--- config.mk ---
export PLATFORM = sky130hd
export DESIGN_NAME = control_unit_flat
export DESIGN_NICKNAME = d
export VERILOG_FILES = /design/src/rtl/control_unit_pkg.sv /design/src/rtl/control_unit_if.sv /design/src/rtl/control_unit_branch_resolve.sv /design/src/rtl/control_unit.sv /design/src/flat_wrapper.sv
export SDC_FILE = /design/constraint.sdc
export NUM_CORES = 1
export LEC_CHECK = 0
export ABC_CLOCK_PERIOD_IN_PS = 2900
export BUFFER_PORTS_ARGS = -buffer_cell sky130_fd_sc_hd__buf_2
export CAP_MARGIN = 5
export CORE_AREA = 3 3 40 42
export DETAILED_ROUTE_END_ITERATION = 7
export DIE_AREA = 0 0 43 45
export PLACE_DENSITY = 0.75
export REMOVE_ABC_BUFFERS = 1
export SYNTH_ARGS = -nofsm -noshare
export SYNTH_HDL_FRONTEND = slang
export SYNTH_HIERARCHICAL = 1
export SYNTH_SLANG_ARGS = --single-unit
--- constraint.sdc ---
create_clock -name clk -period 2.9 [get_ports clk]
set_clock_uncertainty 0.2 [all_clocks]
set_input_delay 0.435 -clock clk [delete_from_list [all_inputs] [get_ports clk]]
set_output_delay 0.435 -clock clk [all_outputs]
set_load 0.02 [all_outputs]
--- src/rtl/control_unit_pkg.sv ---
// Shared encodings for the RV64 multi-cycle control unit: opcodes, FSM states,
// datapath select codes and the bundle of control outputs.
package control_unit_pkg;

    localparam logic [6:0] OP_R      = 7'b0110011;
    localparam logic [6:0] OP_I      = 7'b0010011;
    localparam logic [6:0] OP_LOAD   = 7'b0000011;
    localparam logic [6:0] OP_STORE  = 7'b0100011;
    localparam logic [6:0] OP_BRANCH = 7'b1100011;
    localparam logic [6:0] OP_JAL    = 7'b1101111;
    localparam logic [6:0] OP_JALR   = 7'b1100111;
    localparam logic [6:0] OP_AUIPC  = 7'b0010111;
    localparam logic [6:0] OP_LUI    = 7'b0110111;

    typedef enum logic [2:0] {
        ST_RST,
        ST_FETCH,
        ST_DECODE,
        ST_EXEC,
        ST_MEM,
        ST_WB,
        ST_TRAP
    } state_e;

    localparam logic [2:0] IMM_I = 3'b000;
    localparam logic [2:0] IMM_S = 3'b001;
    localparam logic [2:0] IMM_B = 3'b010;
    localparam logic [2:0] IMM_J = 3'b011;
    localparam logic [2:0] IMM_U = 3'b100;

    localparam logic [1:0] RF_ALU = 2'b00;
    localparam logic [1:0] RF_DM  = 2'b01;
    localparam logic [1:0] RF_PC  = 2'b11;

    localparam logic [1:0] ALU_ADD = 2'b00;
    localparam logic [1:0] ALU_SUB = 2'b01;

    typedef struct packed {
        logic       load_ir;
        logic       load_pc;
        logic       we_rf;
        logic       we_dm;
        logic       sel_alu_a;
        logic       sel_alu_b;
        logic       sel_pc_a;
        logic       sel_pc_b;
        logic       sel_pc_rf;
        logic [2:0] sel_imme;
        logic [1:0] sel_rf_in;
        logic [1:0] alu_op;
        logic       halt;
    } ctrl_t;

    // Opcodes outside the executable set, LUI included, decode as illegal.
    function automatic logic opcode_supported(input logic [6:0] op);
        logic ok;
        case (op)
            OP_R, OP_I, OP_LOAD, OP_STORE, OP_BRANCH,
            OP_JAL, OP_JALR, OP_AUIPC: ok = 1'b1;
            OP_LUI:                    ok = 1'b0;
            default:                   ok = 1'b0;
        endcase
        return ok;
    endfunction

    function automatic ctrl_t with_pc_plus4(input ctrl_t c);
        ctrl_t r;
        r          = c;
        r.load_pc  = 1'b1;
        r.sel_pc_a = 1'b1;
        r.sel_pc_b = 1'b1;
        return r;
    endfunction

endpackage

--- src/rtl/control_unit_if.sv ---
// Control-unit <-> datapath bundle: IR fields and flags in, enables and selects out.
interface control_unit_if;

    logic [6:0] opcode;
    logic [2:0] func3;
    logic       func7_b5;
    logic       flag_beq;
    logic       flag_bne;
    logic       flag_blt;
    logic       flag_bge;
    logic       flag_bltu;
    logic       flag_bgeu;
    logic       dm_ready;

    logic       load_IR;
    logic       load_PC;
    logic       we_RF;
    logic       we_DM;
    logic       sel_ALU_A;
    logic       sel_ALU_B;
    logic       sel_PC_A;
    logic       sel_PC_B;
    logic       sel_PC_RF;
    logic [2:0] sel_imme;
    logic [1:0] sel_RF_in;
    logic [1:0] alu_op;
    logic       halt;

    modport master (
        input  opcode, func3, func7_b5,
               flag_beq, flag_bne, flag_blt, flag_bge, flag_bltu, flag_bgeu,
               dm_ready,
        output load_IR, load_PC, we_RF, we_DM,
               sel_ALU_A, sel_ALU_B, sel_PC_A, sel_PC_B, sel_PC_RF,
               sel_imme, sel_RF_in, alu_op, halt
    );

    modport slave (
        output opcode, func3, func7_b5,
               flag_beq, flag_bne, flag_blt, flag_bge, flag_bltu, flag_bgeu,
               dm_ready,
        input  load_IR, load_PC, we_RF, we_DM,
               sel_ALU_A, sel_ALU_B, sel_PC_A, sel_PC_B, sel_PC_RF,
               sel_imme, sel_RF_in, alu_op, halt
    );

endinterface

--- src/rtl/control_unit_branch_resolve.sv ---
// Branch condition resolution: picks the ALU compare flag named by func3 and
// flags the two func3 codes that have no branch meaning.
module branch_resolve (
    input  logic [2:0] func3_i,
    input  logic       flag_beq_i,
    input  logic       flag_bne_i,
    input  logic       flag_blt_i,
    input  logic       flag_bge_i,
    input  logic       flag_bltu_i,
    input  logic       flag_bgeu_i,
    output logic       taken_o,
    output logic       br_illegal_o
);

    always_comb begin
        taken_o      = 1'b0;
        br_illegal_o = 1'b0;
        case (func3_i)
            3'b000:  taken_o = flag_beq_i;
            3'b001:  taken_o = flag_bne_i;
            3'b100:  taken_o = flag_blt_i;
            3'b101:  taken_o = flag_bge_i;
            3'b110:  taken_o = flag_bltu_i;
            3'b111:  taken_o = flag_bgeu_i;
            default: br_illegal_o = 1'b1;
        endcase
    end

endmodule

--- src/rtl/control_unit.sv ---
// Multi-cycle RV64 control FSM: FETCH -> DECODE -> EXEC [-> MEM [-> WB]],
// with outputs decoded combinationally from state, opcode and branch outcome.
module control_unit
    import control_unit_pkg::*;
(
    input  logic           clk,
    input  logic           rst_n,
    control_unit_if.master bus
);

    state_e state_q, state_d;
    ctrl_t  ctrl;
    logic   taken;
    logic   br_illegal;
    logic   illegal;
    logic   is_store;

    branch_resolve u_branch_resolve (
        .func3_i      (bus.func3),
        .flag_beq_i   (bus.flag_beq),
        .flag_bne_i   (bus.flag_bne),
        .flag_blt_i   (bus.flag_blt),
        .flag_bge_i   (bus.flag_bge),
        .flag_bltu_i  (bus.flag_bltu),
        .flag_bgeu_i  (bus.flag_bgeu),
        .taken_o      (taken),
        .br_illegal_o (br_illegal)
    );

    assign illegal  = !opcode_supported(bus.opcode) ||
                      ((bus.opcode == OP_BRANCH) && br_illegal);
    assign is_store = (bus.opcode == OP_STORE);

    // NOTE: state flops use non-blocking assignment so every flop samples pre-edge values.
    always_ff @(posedge clk or negedge rst_n) begin
        if (!rst_n) begin
            state_q <= ST_RST;
        end else begin
            state_q <= state_d;
        end
    end

    always_comb begin
        state_d = state_q;
        unique case (state_q)
            ST_RST:    state_d = ST_FETCH;
            ST_FETCH:  state_d = ST_DECODE;
            ST_DECODE: state_d = illegal ? ST_TRAP : ST_EXEC;
            ST_EXEC: begin
                if ((bus.opcode == OP_LOAD) || is_store) state_d = ST_MEM;
                else                                     state_d = ST_FETCH;
            end
            ST_MEM: begin
                if (bus.dm_ready) state_d = is_store ? ST_FETCH : ST_WB;
            end
            ST_WB:     state_d = ST_FETCH;
            ST_TRAP:   state_d = ST_TRAP;
            default:   state_d = ST_TRAP;
        endcase
    end

    // NOTE: every output gets a default before the case so no path infers a latch.
    always_comb begin
        ctrl = '0;
        unique case (state_q)
            ST_FETCH: ctrl.load_ir = 1'b1;
            ST_EXEC: begin
                case (bus.opcode)
                    OP_R: begin
                        ctrl.sel_alu_a = 1'b1;
                        ctrl.sel_alu_b = 1'b1;
                        ctrl.alu_op    = {1'b0, bus.func7_b5};
                        ctrl.we_rf     = 1'b1;
                        ctrl.sel_rf_in = RF_ALU;
                        ctrl           = with_pc_plus4(ctrl);
                    end
                    OP_I: begin
                        ctrl.sel_alu_a = 1'b1;
                        ctrl.sel_imme  = IMM_I;
                        ctrl.alu_op    = ALU_ADD;
                        ctrl.we_rf     = 1'b1;
                        ctrl           = with_pc_plus4(ctrl);
                    end
                    OP_LOAD: begin
                        ctrl.sel_alu_a = 1'b1;
                        ctrl.sel_imme  = IMM_I;
                    end
                    OP_STORE: begin
                        ctrl.sel_alu_a = 1'b1;
                        ctrl.sel_imme  = IMM_S;
                    end
                    OP_BRANCH: begin
                        ctrl.sel_alu_a = 1'b1;
                        ctrl.sel_alu_b = 1'b1;
                        ctrl.alu_op    = ALU_SUB;
                        ctrl.sel_imme  = IMM_B;
                        ctrl.load_pc   = 1'b1;
                        ctrl.sel_pc_a  = 1'b1;
                        ctrl.sel_pc_b  = !taken;
                    end
                    OP_JAL: begin
                        ctrl.sel_imme  = IMM_J;
                        ctrl.we_rf     = 1'b1;
                        ctrl.sel_rf_in = RF_PC;
                        ctrl.sel_pc_rf = 1'b1;
                        ctrl.load_pc   = 1'b1;
                        ctrl.sel_pc_a  = 1'b1;
                    end
                    // rs1 is read before the edge, so rd==rs1 still jumps to the old rs1+imm.
                    OP_JALR: begin
                        ctrl.sel_imme  = IMM_I;
                        ctrl.we_rf     = 1'b1;
                        ctrl.sel_rf_in = RF_PC;
                        ctrl.sel_pc_rf = 1'b1;
                        ctrl.load_pc   = 1'b1;
                    end
                    OP_AUIPC: begin
                        ctrl.sel_imme  = IMM_U;
                        ctrl.we_rf     = 1'b1;
                        ctrl.sel_rf_in = RF_PC;
                        ctrl           = with_pc_plus4(ctrl);
                    end
                    default: ;
                endcase
            end
            ST_MEM: begin
                ctrl.sel_alu_a = 1'b1;
                if (is_store) begin
                    ctrl.sel_imme = IMM_S;
                    ctrl.we_dm    = 1'b1;
                    if (bus.dm_ready) ctrl = with_pc_plus4(ctrl);
                end else begin
                    ctrl.sel_imme = IMM_I;
                end
            end
            ST_WB: begin
                ctrl.sel_imme  = IMM_I;
                ctrl.sel_rf_in = RF_DM;
                ctrl.we_rf     = 1'b1;
                ctrl           = with_pc_plus4(ctrl);
            end
            ST_TRAP: ctrl.halt = 1'b1;
            default: ;
        endcase
    end

    assign bus.load_IR   = ctrl.load_ir;
    assign bus.load_PC   = ctrl.load_pc;
    assign bus.we_RF     = ctrl.we_rf;
    assign bus.we_DM     = ctrl.we_dm;
    assign bus.sel_ALU_A = ctrl.sel_alu_a;
    assign bus.sel_ALU_B = ctrl.sel_alu_b;
    assign bus.sel_PC_A  = ctrl.sel_pc_a;
    assign bus.sel_PC_B  = ctrl.sel_pc_b;
    assign bus.sel_PC_RF = ctrl.sel_pc_rf;
    assign bus.sel_imme  = ctrl.sel_imme;
    assign bus.sel_RF_in = ctrl.sel_rf_in;
    assign bus.alu_op    = ctrl.alu_op;
    assign bus.halt      = ctrl.halt;

endmodule

--- src/flat_wrapper.sv ---
// flat-port wrapper written by rule: the top's interface ports become plain ports
module control_unit_flat import control_unit_pkg::*;
  (clk, rst_n, bus_opcode, bus_func3, bus_func7_b5, bus_flag_beq, bus_flag_bne, bus_flag_blt, bus_flag_bge, bus_flag_bltu, bus_flag_bgeu, bus_dm_ready, bus_load_IR, bus_load_PC, bus_we_RF, bus_we_DM, bus_sel_ALU_A, bus_sel_ALU_B, bus_sel_PC_A, bus_sel_PC_B, bus_sel_PC_RF, bus_sel_imme, bus_sel_RF_in, bus_alu_op, bus_halt);
  control_unit_if bus_i ();
  input  logic clk;
  input  logic rst_n;
  input wire logic [$bits(bus_i.opcode)-1:0] bus_opcode;
  input wire logic [$bits(bus_i.func3)-1:0] bus_func3;
  input wire logic [$bits(bus_i.func7_b5)-1:0] bus_func7_b5;
  input wire logic [$bits(bus_i.flag_beq)-1:0] bus_flag_beq;
  input wire logic [$bits(bus_i.flag_bne)-1:0] bus_flag_bne;
  input wire logic [$bits(bus_i.flag_blt)-1:0] bus_flag_blt;
  input wire logic [$bits(bus_i.flag_bge)-1:0] bus_flag_bge;
  input wire logic [$bits(bus_i.flag_bltu)-1:0] bus_flag_bltu;
  input wire logic [$bits(bus_i.flag_bgeu)-1:0] bus_flag_bgeu;
  input wire logic [$bits(bus_i.dm_ready)-1:0] bus_dm_ready;
  output wire logic [$bits(bus_i.load_IR)-1:0] bus_load_IR;
  output wire logic [$bits(bus_i.load_PC)-1:0] bus_load_PC;
  output wire logic [$bits(bus_i.we_RF)-1:0] bus_we_RF;
  output wire logic [$bits(bus_i.we_DM)-1:0] bus_we_DM;
  output wire logic [$bits(bus_i.sel_ALU_A)-1:0] bus_sel_ALU_A;
  output wire logic [$bits(bus_i.sel_ALU_B)-1:0] bus_sel_ALU_B;
  output wire logic [$bits(bus_i.sel_PC_A)-1:0] bus_sel_PC_A;
  output wire logic [$bits(bus_i.sel_PC_B)-1:0] bus_sel_PC_B;
  output wire logic [$bits(bus_i.sel_PC_RF)-1:0] bus_sel_PC_RF;
  output wire logic [$bits(bus_i.sel_imme)-1:0] bus_sel_imme;
  output wire logic [$bits(bus_i.sel_RF_in)-1:0] bus_sel_RF_in;
  output wire logic [$bits(bus_i.alu_op)-1:0] bus_alu_op;
  output wire logic [$bits(bus_i.halt)-1:0] bus_halt;
  assign bus_i.opcode = bus_opcode;
  assign bus_i.func3 = bus_func3;
  assign bus_i.func7_b5 = bus_func7_b5;
  assign bus_i.flag_beq = bus_flag_beq;
  assign bus_i.flag_bne = bus_flag_bne;
  assign bus_i.flag_blt = bus_flag_blt;
  assign bus_i.flag_bge = bus_flag_bge;
  assign bus_i.flag_bltu = bus_flag_bltu;
  assign bus_i.flag_bgeu = bus_flag_bgeu;
  assign bus_i.dm_ready = bus_dm_ready;
  assign bus_load_IR = bus_i.load_IR;
  assign bus_load_PC = bus_i.load_PC;
  assign bus_we_RF = bus_i.we_RF;
  assign bus_we_DM = bus_i.we_DM;
  assign bus_sel_ALU_A = bus_i.sel_ALU_A;
  assign bus_sel_ALU_B = bus_i.sel_ALU_B;
  assign bus_sel_PC_A = bus_i.sel_PC_A;
  assign bus_sel_PC_B = bus_i.sel_PC_B;
  assign bus_sel_PC_RF = bus_i.sel_PC_RF;
  assign bus_sel_imme = bus_i.sel_imme;
  assign bus_sel_RF_in = bus_i.sel_RF_in;
  assign bus_alu_op = bus_i.alu_op;
  assign bus_halt = bus_i.halt;
  control_unit u_core (.clk(clk), .rst_n(rst_n), .bus(bus_i));
endmodule
== After elaboration in Yosys (flattened, before gate mapping) ==
Cells that the tools add are included.
Storage, ports and cells
  input port bits: 20
  register bits after elaboration: 3
  word-level logic and storage cells: 64
Cells by class
  multiplexer cells: 25
  eq/ne operators: 20
  reductions and logical operators: 18
Operators by type and width (number)
  $pmux 15 s3: 1
  $eq 3x3->1 const B: 7
  $eq 7x7->1 const B: 3
  $mux 16: 1
  $mux 3: 5
  $pmux 3 s5: 1
  $reduce_or 5->1: 3
  $eq 7x5->1 const B: 2
  $eq 7x6->1 const B: 2
  $pmux 3 s4: 1
  $reduce_or 6->1: 2
  $mux 9: 1
  $mux 1: 8
  $pmux 1 s2: 4
  $reduce_or 8->1: 1
  $eq 7x2->1 const B: 1
  $eq 3x1->1 const B: 2
  $eq 3x2->1 const B: 2
  $logic_not 3->1: 2
  $pmux 1 s6: 1
  $reduce_or 2->1: 3
  $reduce_or 3->1: 2
  $mux 5: 1
  $logic_not 1->1: 2
  other kinds (4): 5

== Logic depth before layout (Yosys ltp) ==
Gate-level depths: netlist of the first run.
  word-level depth: 7
  depth in mapped cells: 6
  gate-level depth less buffers: 5

== Cells and area by module ==
The synthesis of the first run kept the hierarchy.
Modules (own cells, without submodules)
  control_unit: area an instance 471.7 um2, instances 1, cells an instance 63
  branch_resolve: area an instance 52.6 um2, instances 1, cells an instance 5

== Worst setup path after synthesis of the first run ==
OpenSTA, ideal clock, no wires.
  path kind: input to output
  from: in bus_opcode[6]
  to: out bus_we_RF
  data arrival time: 1978 ps
  path buffers: 1
  path slack: 287 ps
  data required time: 2265 ps
  stages: 6
  cell sequence: buf_6 nand2b_4 or3_4 a21oi_1 or2_1 o21bai_1
Between the ends
  cells in the longest elaborated chain, start to end: 4
  elaborated cells on any way between the ends: 10
  classes of those cells: eq/ne (6); mux (3); reduce/logical (1)
Ends and longest elaborated chain
  from (decl): line flat_wrapper.sv:7  | input wire logic [$bits(bus_i.opcode)-1:0] bus_opcode;
  $eq 7x7->1, or another cell as far along: line control_unit.sv:68  | case (bus.opcode)
  $reduce_or 5->1 (no line)
  $mux 1: line control_unit.sv:68
  $pmux 15 s3 *: line control_unit.sv:65  | unique case (state_q)
  to (decl): line flat_wrapper.sv:19  | output wire logic [$bits(bus_i.we_RF)-1:0] bus_we_RF;
Mark *: on every way between the ends. The rest lies on a longest branch, timed or not.

== Final worst setup path of the first run ==
  from: reg u_core.state_q[2]
  to: out bus_sel_PC_B
Between the ends
  cells in the longest elaborated chain, start to end: 2
  elaborated cells on any way between the ends: 4
  classes of those cells: eq/ne (3); mux (1)
Ends and longest elaborated chain
  from (decl): line control_unit.sv:11  | state_e state_q, state_d;
  from (signal assigned): line control_unit.sv:39  | state_q <= state_d;
  $eq 3x3->1 or $eq 3x2->1 (tied branches): line control_unit.sv:65
  $pmux 15 s3 *: line control_unit.sv:65
  to (decl): line flat_wrapper.sv:24  | output wire logic [$bits(bus_i.sel_PC_B)-1:0] bus_sel_PC_B;
Marked as above.

==> flow_metrics.tcl, run 1 <==
set metrics [dict create \
    firstDrtPassIters 5 \
    hp-class "input pin to asynchronous set/reset pin" \
    fin_total_pwr_mw 0.451 \
    grt_max_degree 10 \
    cp_data_arrival_time_ns 1.93 \
    vias 670 \
    area_growth_pct 40.3 \
    power.density_nw_per_um2 614 \
    layout_common_cells "buf_2, nand2_1, nor2_1" \
    peakVddDrop_uv 305 \
    critPathKind "flip-flop to output port" \
    synth_seq_area_share_pct 14.3 \
    drtIter0Drc 12 \
    dieArea_sq_um 1940 \
    drc_errors 0 \
    path_max_fanout 8 \
    core_sq_um 1280 \
    layout-drive-gt1-share_pct 46.2 \
    routedWlPerCell_um 12.4 \
    cp.depth 6 \
    grt_pass1_vias 603 \
    cp_num_buf_inv 1 \
    n_fill_cell 123 \
    clk_pin_slew_ns 0.04 \
    hpwl_um 1250 \
    hold_slack_ns 0.325 \
    rsz0062_at_grt "false" \
    synth_cell_types 40 \
    status "complete, no violations" \
    syn_avg_cell_area_sq_um 7.71 \
    clkSinkCount 3 \
    layout_commonest_cell "buf_2" \
    final_nets 127 \
    port_buffers 35 \
    clockBufferDepth 2 \
    drv_cap 0 \
    cts_resized 0 \
    power_leakage_nw 0.385 \
    die_h_um 45 \
    synthCells 68 \
    critPathSlowestCell "dfrtp_1" \
    synth_seq_cells 3 \
    viasPerCell 5.54 \
    layout_min_cycle_time_ns 2.57 \
    critPathMaxStageDelay_ns 0.44 \
    cts.htree.levels 1 \
    slew_violations 0 \
    syn_area_sq_um 524 \
    report.final.setup_viol 0 \
    cts_setup_buffers 0 \
    io-pin-count 37 \
    ff2ff_path_depth 4 \
    grt.total_usage_pct 17.5 \
    endpoint_kind "output port" \
    initial_core_util_pct 40.8 \
    rows 13 \
    grt_pass1_wl_um 2460 \
    startpoint_type "flip-flop" \
    antenna_left 0 \
    antenna_found_initial 0 \
    cts_hold_buffers 1 \
    max_freq_mhz 389 \
    fin_util_pct 57.3 \
    largest_reg_flops 3 \
    diodes 0 \
    globalplace.congestion 0.832 \
    root_buffer "clkbuf_4" \
    max_flop_register "u_core/state_q" \
    cts_buffers 3 \
    finalHoldViolations 0 \
    largestRegisters "u_core/state_q x3" \
    cts_tree "done" \
    ys.warnings.count 6 \
    drt_wl_total_um 1500 \
    die_w_um 43 \
    crit_chain "and3b_1, nand3_1, a2111oi_0, a311oi_1, o31ai_1, buf_2" \
    fin_crit_sh_pct 88.6 \
    worstSkewPairLatency_ns 0.24 \
    grt-ovfl-total 0 \
    tns_ns 0 \
    required_ns 2.27 \
    cp_top_family "compound AO/OA/AOI/OAI gates" \
]
==> metal layers <==
layer | routed length (um) | up-vias | GRT usage, % | part of all wire, %
met3 | 132 | 6 | 3.59 | 8.8
met5 | 0 | - | 0 | 0
met1 | 638 | 297 | 19.4 | 43
met2 | 672 | 36 | 27.5 | 45
met4 | 56 | 0 | 17.5 | 3.7
li1 | - | 331 | - | -
==> cell usage after synthesis, drive strengths merged <==
cell type	number	area share [%]
a2111oi	1	1.7
nor2b	2	2.4
and2	2	2.4
nand3	2	1.9
or4	1	1.4
nor3b	1	1.4
mux2	1	2.1
a21oi	4	4.5
nor3	3	3.8
conb	1	0.72
o31ai	1	1.4
xor2	1	1.7
a22o	2	3.3
nand4	2	2.4
buf	2	3.6
nand2b	5	7.4
o311ai	1	3.1
o21bai	1	1.4
or2	2	2.4
and3	1	1.2
or3	1	2.1
dfrtp	3	14
mux4	1	4.3
nand3b	2	3.6
nor2	6	4.8
nand2	8	5.7
a311oi	2	4.5
nor4	3	3.6
and3b	1	1.7
inv	2	1.4
o21ai	2	1.9
nand4b	1	1.7
==> worst register-to-register path, stage by stage (launching register included) <==
cell	delay [ns]
dfrtp_1	0.44
nor2b_1	0.19
nand2_1	0.14
nor2_1	0.05
or4_1	0.52
==> cell type report <==
cell class              count  area [sq um]  share of cell area, %
clock buffers               4          26.3                   3.57
inverters                   2          7.51                   1.02
multi-input cells          61           423                   57.5
flip-flops and latches      3          75.1                   10.2
well taps                  15          18.8                   2.55
repair buffers             36           185                   25.2
==> through the flow <==
stage / cell area (sq um) / cells / worst slack [ns]
2_1_floorplan: 505 / 66 / 0.410
3_3_place_gp: 699 / 116 / 0.595
3_5_place_dp: 699 / 116 / 0.587
4_1_cts: 736 / 121 / 0.327
5_1_grt: 736 / 121 / 0.212
6_report: 736 / 121 / 0.332
==> cell families (layout without fill, tap and decap cells) <==
group           Yosys count  after routing  synth area share, %
mux                       2              2                 6.44
xor+xnor                  1              1                 1.67
flops                     3              3                 14.3
other cells               1              1                0.715
compound gates           14             14                 22.0
buf+inv                   4             42                 5.01
simple gates             43             43                 49.9
==> power by group <==
group | switching (mW) | leakage (nW) | internal (mW)
clock network | 0.0236 | 0.0150 | 0.0517
registers | 0.0321 | 0.0357 | 0.0648
logic | 0.166 | 0.334 | 0.113
total | 0.222 | 0.385 | 0.229
==> path summary, 6_finish.rpt <==
kind	start	endpoint	slack [ns]
worst max-delay path	u_core/state_q[2]$_DFFE_PN0P_	bus_sel_PC_B	0.33
worst min-delay path	rst_n	u_core/state_q[0]$_DFFE_PN0P_	0.33
worst max register to register	u_core/state_q[2]$_DFFE_PN0P_	u_core/state_q[2]$_DFFE_PN0P_	1.23
worst min register to register	u_core/state_q[1]$_DFFE_PN0P_	u_core/state_q[1]$_DFFE_PN0P_	0.49
max in group asynchronous	rst_n	u_core/state_q[2]$_DFFE_PN0P_	2.06
min in group clk	bus_dm_ready	u_core/state_q[0]$_DFFE_PN0P_	0.42
Note: power is estimated with default switching activity, not from simulation.
==> inputs of run 2 (changes only) <==
--- a/config.mk
+++ b/config.mk
@@ -11,7 +11,7 @@
 export CORE_AREA = 3 3 40 42
 export DETAILED_ROUTE_END_ITERATION = 7
 export DIE_AREA = 0 0 43 45
-export PLACE_DENSITY = 0.75
+export PLACE_DENSITY = 0.77
 export REMOVE_ABC_BUFFERS = 1
 export SYNTH_ARGS = -nofsm -noshare
 export SYNTH_HDL_FRONTEND = slang
==> run 2 against run 1 <==
- first-iteration DRC count increased by 17%
- utilization did not move
- flip-flop and latch count unchanged
- routed wire length down 2.5%
- worst setup slack better by 0.060 ns
- sequential share of layout area unchanged
- power is 0.19% lower
- global-route usage fell by 1.7 points
- via count is 0.60% higher
- clock power down 3.9%
- maximum frequency up 2.4%
- highest routed layer is now met3
==> flow_metrics.tcl, run 2 (same netlist as run 1, synthesis figures left out) <==
set metrics [dict create \
    root_buffer "clkbuf_4" \
    slew_violations 0 \
    required_ns 2.27 \
    area_growth_pct 40.3 \
    grt_pass1_vias 571 \
    grt-ovfl-total 0 \
    status "complete, no violations" \
    peakVddDrop_uv 459 \
    dieArea_sq_um 1940 \
    antenna_found_initial 0 \
    largest_reg_flops 3 \
    cts_tree "done" \
    grt_pass1_wl_um 2340 \
    hpwl_um 1210 \
    multi_input_area_sq_um 423 \
    max_freq_mhz 399 \
    power.density_nw_per_um2 612 \
    vias 674 \
    startpoint_type "flip-flop" \
    largestRegisters "u_core/state_q x3" \
    critPathKind "flip-flop to output port" \
    layout-drive-gt1-share_pct 46.2 \
    port_buffers 35 \
    die_w_um 43 \
    p_sw_mw 0.221 \
    finalHoldViolations 0 \
    report.final.setup_viol 0 \
    layout_commonest_cell "buf_2" \
    initial_core_util_pct 40.8 \
    dpl_worst_slack_ns 0.600 \
    p_sw_share_pct 49.1 \
    diodes 0 \
    grt_max_degree 10 \
    comb_power_share_pct 62.4 \
    tns_ns 0 \
    drt_wl_total_um 1460 \
    path_max_fanout 8 \
    power.internal_mw 0.229 \
    antenna_left 0 \
    grt.total_usage_pct 15.8 \
    endpoint_kind "output port" \
    ff_latch_area_sq_um 75.1 \
    routedWlPerCell_um 12.1 \
    clkSinkCount 3 \
    cp_data_arrival_time_ns 1.87 \
    final_nets 127 \
    placed_cell_area_sq_um 699 \
    worstSkewPairLatency_ns 0.23 \
    hp-class "input pin to asynchronous set/reset pin" \
    cts_resized 0 \
    core_sq_um 1280 \
    layout_common_cells "buf_2, nand2_1, nor2_1" \
    max_flop_register "u_core/state_q" \
    drc_errors 0 \
    rows 13 \
    clk_pin_slew_ns 0.04 \
    cts.htree.levels 1 \
    die_h_um 45 \
    rsz0062_at_grt "false" \
    firstDrtPassIters 4 \
    clockBufferDepth 2 \
    seqPwrFrac_pct 21.6 \
    n_fill_cell 136 \
    io-pin-count 37 \
    drv_cap 0 \
    p_clk_share_pct 16.1 \
    drtIter0Drc 14 \
    viasPerCell 5.57 \
    layout_min_cycle_time_ns 2.51 \
    globalplace.congestion 0.845 \
    fin_crit_sh_pct 86.5 \
    cts_buffers 3 \
    setup_ws_ns 0.392 \
    power_leakage_nw 0.385 \
    finish.instance_area_sq_um 736 \
]
[run 2: cell counts in the layout (fill, tap and decap cells not counted)]
No cell type changed its count.
[run 2: power by group through the flow]
stage | registers (mW) | logic [mW] | clock network (mW)
finish | 0.0971 | 0.281 | 0.0724
global placement | 0.0943 | 0.279 | 0
floorplan | 0.0870 | 0.196 | 0
CTS | 0.0952 | 0.283 | 0.0758
detailed placement | 0.0959 | 0.281 | 0
global route | 0.101 | 0.311 | 0.0815
[run 2: critical path, cell delays in order, from the launching register on]
cell and delay [ns]:
dfrtp_1 0.43, and3b_1 0.28, nand3_1 0.10, a2111oi_0 0.38, a311oi_1 0.14, o31ai_1 0.10
buf_2 0.21
[run 2: stage by stage]
step | hold WS (ns) | cells | utilization, % | total power [mW]
floorplan | -0.0606 | 66 | - | 0.283
global placement | 0.0333 | 116 | 54.4 | 0.373
detailed placement | 0.0327 | 116 | 54.4 | 0.377
CTS | 0.323 | 121 | 57.3 | 0.454
global route | 0.331 | 121 | 57.3 | 0.493
finish | 0.325 | 121 | 57.3 | 0.451
[run 2: worst paths after layout]
check	start	end	slack, ns	cells past startpoint
max	u_core/state_q[2]$_DFFE_PN0P_	bus_sel_PC_B	0.39	6
min	rst_n	u_core/state_q[1]$_DFFE_PN0P_	0.32	2
max reg2reg	u_core/state_q[2]$_DFFE_PN0P_	u_core/state_q[2]$_DFFE_PN0P_	1.22	4
min reg2reg	u_core/state_q[1]$_DFFE_PN0P_	u_core/state_q[1]$_DFFE_PN0P_	0.49	2
max in group asynchronous	rst_n	u_core/state_q[2]$_DFFE_PN0P_	2.07	2
min in group clk	bus_dm_ready	u_core/state_q[0]$_DFFE_PN0P_	0.45	3
[run 2: timing repair]
item,in CTS,in global routing
hold endpoints to repair,3,0
hold buffers,1,0
setup endpoints to repair,0,0
buffers inserted,0,0
[run 2: metal layers]
metal	global-route usage, %	part of all wire (%)	up-vias
met2	26.3	45	33
met3	3.98	10	0
met4	5.42	0	0
met1	20.1	44	306
li1	-	-	335
met5	0	0	-
[run 2: cell type report]
class / instances / area share, %
Inverter: 2 / 1.02
Sequential cell: 3 / 10.2
Timing Repair Buffer: 36 / 25.2
Clock buffer: 4 / 3.57
Multi-Input combinational cell: 61 / 57.5
Tap cell: 15 / 2.55
==> inputs of run 3 (changes only) <==
--- a/config.mk
+++ b/config.mk
@@ -5,13 +5,14 @@
 export SDC_FILE = /design/constraint.sdc
 export NUM_CORES = 1
 export LEC_CHECK = 0
-export ABC_CLOCK_PERIOD_IN_PS = 2900
+export ABC_AREA = 1
+export ABC_CLOCK_PERIOD_IN_PS = 2600
 export BUFFER_PORTS_ARGS = -buffer_cell sky130_fd_sc_hd__buf_2
 export CAP_MARGIN = 5
-export CORE_AREA = 3 3 40 42
+export CORE_MARGIN = 3
+export CORE_UTILIZATION = 41
 export DETAILED_ROUTE_END_ITERATION = 7
-export DIE_AREA = 0 0 43 45
-export PLACE_DENSITY = 0.77
+export PLACE_DENSITY = 0.78
 export REMOVE_ABC_BUFFERS = 1
 export SYNTH_ARGS = -nofsm -noshare
 export SYNTH_HDL_FRONTEND = slang
==> constraint.sdc (replaced) <==
create_clock -name clk -period 2.6 [get_ports clk]
set_clock_uncertainty 0.2 [all_clocks]
set_input_delay 0.39 -clock clk [delete_from_list [all_inputs] [get_ports clk]]
set_output_delay 0.39 -clock clk [all_outputs]
set_load 0.02 [all_outputs]
==> run 3 against run 2 <==
- design area is 9.4% higher
- power is 22% higher
- utilization grew 8.9 points
- routed wire length rose by 11%
- global-route usage rose by 1.1 points
- worst setup slack improved by 0.071 ns
- via count increased by 14%
- register-to-register slack worse by 0.07 ns
- highest routed layer unchanged
==> flow_metrics.tcl, run 3 <==
set metrics [dict create \
    viasPerCell 4.79 \
    cts_hold_buffers 1 \
    antenna_left 0 \
    worstSkewPairLatency_ns 0.24 \
    synthCells 108 \
    final_nets 168 \
    power_leakage_nw 0.539 \
    power.internal_mw 0.252 \
    drt_wl_total_um 1620 \
    layout_commonest_cell "buf_2" \
    worstReg2RegEnd "u_core/state_q[2]$_DFFE_PN0P_" \
    cp_top_family "simple AND/OR/NAND/NOR gates" \
    syn_area_sq_um 583 \
    report.final.setup_viol 0 \
    p_sw_mw 0.299 \
    initial_core_util_pct 47.9 \
    vias 771 \
    yosys.area.top_type "nand2_1" \
    cp_data_arrival_time_ns 1.55 \
    placed_cells 156 \
    seqPwrFrac_pct 19.2 \
    peakVddDrop_uv 280 \
    layout_common_cells "buf_2, nand2_1, inv_1, nor2_1, nand3_1" \
    p_sw_share_pct 54.3 \
    globalplace.congestion 0.865 \
    synth_seq_cells 3 \
    grt-ovfl-total 0 \
    cts_resized 0 \
    max_freq_mhz 468 \
    comb_power_share_pct 65.0 \
    diodes 0 \
    r2r_setup_slack_ns 1.15 \
    cts.htree.levels 1 \
    firstDrtPassIters 4 \
    largest_reg_flops 3 \
    drc_errors 0 \
    cts_tree "done" \
    synthTopCellsByCount "nand2_1, inv_1, nor2_1" \
    clkSinkCount 3 \
    routedWlPerCell_um 10.0 \
    p_clk_share_pct 15.8 \
    critPathSlowestCell "dfrtp_1" \
    cts_buffers 3 \
    ys_dominant_reg_cell "dfrtp_1" \
    grt_max_degree 8 \
    path_max_fanout 7 \
    fin_crit_sh_pct 82.2 \
    root_buffer "clkbuf_4" \
    required_ns 2.01 \
    ys.warnings.count 6 \
    hp-class "input pin to asynchronous set/reset pin" \
    slew_violations 0 \
    syn_avg_cell_area_sq_um 5.40 \
    core_sq_um 1220 \
    area_growth_pct 38.0 \
    async_flop_share_pct 100 \
    layout_min_cycle_time_ns 2.14 \
    power.density_nw_per_um2 685 \
    endpoint_kind "output port" \
    synth_cell_types 22 \
    largestRegisters "u_core/state_q x3" \
    crit_chain "inv_2, nand2_2, nor2_8, nand2_1, or2_0, nand3_1, buf_2" \
    finalHoldViolations 0 \
    ff2ff_path_depth 5 \
    rr_startpoint "u_core/state_q[0]$_DFFE_PN0P_" \
    dieArea_sq_um 1910 \
    fin_util_pct 66.2 \
    rsz0062_at_grt "false" \
    cp_num_buf_inv 2 \
    critPathKind "flip-flop to output port" \
    tns_ns 0 \
    clockBufferDepth 2 \
    synth_seq_area_share_pct 12.9 \
    synth_top_area_share_pct 19.3 \
    critPathMaxStageDelay_ns 0.39 \
    final_cells 161 \
    hpwl_um 1340 \
    grt.total_usage_pct 17.0 \
    grt_pass1_wl_um 2630 \
    clk_pin_slew_ns 0.05 \
    port_buffers 35 \
    synth_edf_count 0 \
    startpoint_type "flip-flop" \
    die_w_um 43.7 \
    drv_cap 0 \
    max_flop_register "u_core/state_q" \
    layout-drive-gt1-share_pct 34.0 \
    antenna_found_initial 0 \
    drtIter0Drc 23 \
    status "complete, no violations" \
    yosysMostFrequentCell "nand2_1" \
    die_h_um 43.7 \
    rows 12 \
    io-pin-count 37 \
    cts_setup_buffers 0 \
    grt_pass1_vias 671 \
    synth_area_leaders "nand2_1, dfrtp_1, inv_1, nor2_1, nand3_1" \
]
-- run 3: cell count changes in the layout (fill, tap and decap cells not counted), moves of 3 or more --
cell	change
nand2_1	+22
inv_2	+3
nor3_1	+4
inv_1	+13
nand2b_1	-4
nor4_1	-3
nor2_1	+10
nand3_1	+9
-- run 3: metrics by stage --
stage	setup WS, ns	area [sq um]	hold slack [ns]	power [mW]
5_1_grt	0.265	805	0.291	0.600
2_1_floorplan	0.642	576	-0.106	0.360
3_5_place_dp	0.508	768	-0.0134	0.463
6_report	0.463	805	0.285	0.551
3_3_place_gp	0.542	768	-0.0156	0.456
4_1_cts	0.443	805	0.273	0.556
-- run 3: worst max path at each step --
stage	start	endpoint	depth (start not counted)
detailed placement	bus_opcode[4]	bus_sel_PC_B	8
global route	u_core/state_q[0]$_DFFE_PN0P_	bus_sel_PC_A	6
finish	u_core/state_q[2]$_DFFE_PN0P_	bus_sel_PC_B	7
CTS	u_core/state_q[0]$_DFFE_PN0P_	bus_sel_PC_B	6
global placement	bus_opcode[4]	bus_sel_PC_A	10
floorplan	bus_opcode[4]	bus_sel_PC_A	8
-- run 3: worst register-to-register path, delay by kind of cell (launching register included) --
kind	cells	cell delay (ns)
buffers and inverters	1	0.13
AND/OR/NAND/NOR	4	0.61
flip-flops	1	0.43
-- run 3: logic make-up after synthesis --
kind of cell,after synthesis,synth area share [%]
flip-flops,3,12.9
AND/OR/NAND/NOR,73,62.2
other,1,0.643
buffers and inverters,20,13.9
AO/OA/AOI/OAI,11,10.3
-- run 3: cell type report --
cell class                      count  area, sq um
Clock buffer                        4         26.3
Fill cell                         128          412
Inverter                           19         73.8
Multi-Input combinational cell     85          427
Sequential cell                     3         75.1
Tap cell                           14         17.5
Timing Repair Buffer               36          185
-- run 3: metal layers --
metal	wire length [um]	global-route usage, %	up-vias
met5	0	0	-
met4	0	4.22	0
li1	-	-	416
met2	815	29.4	24
met1	708	22.2	331
met3	92	1.66	0
-- run 3: power by group through the flow --
stage	Combinational, mW	Sequential (mW)	Clock, mW
global route	0.398	0.112	0.0900
CTS	0.360	0.107	0.0884
finish	0.358	0.106	0.0871
floorplan	0.261	0.0992	0
global placement	0.352	0.104	0
detailed placement	0.356	0.107	0
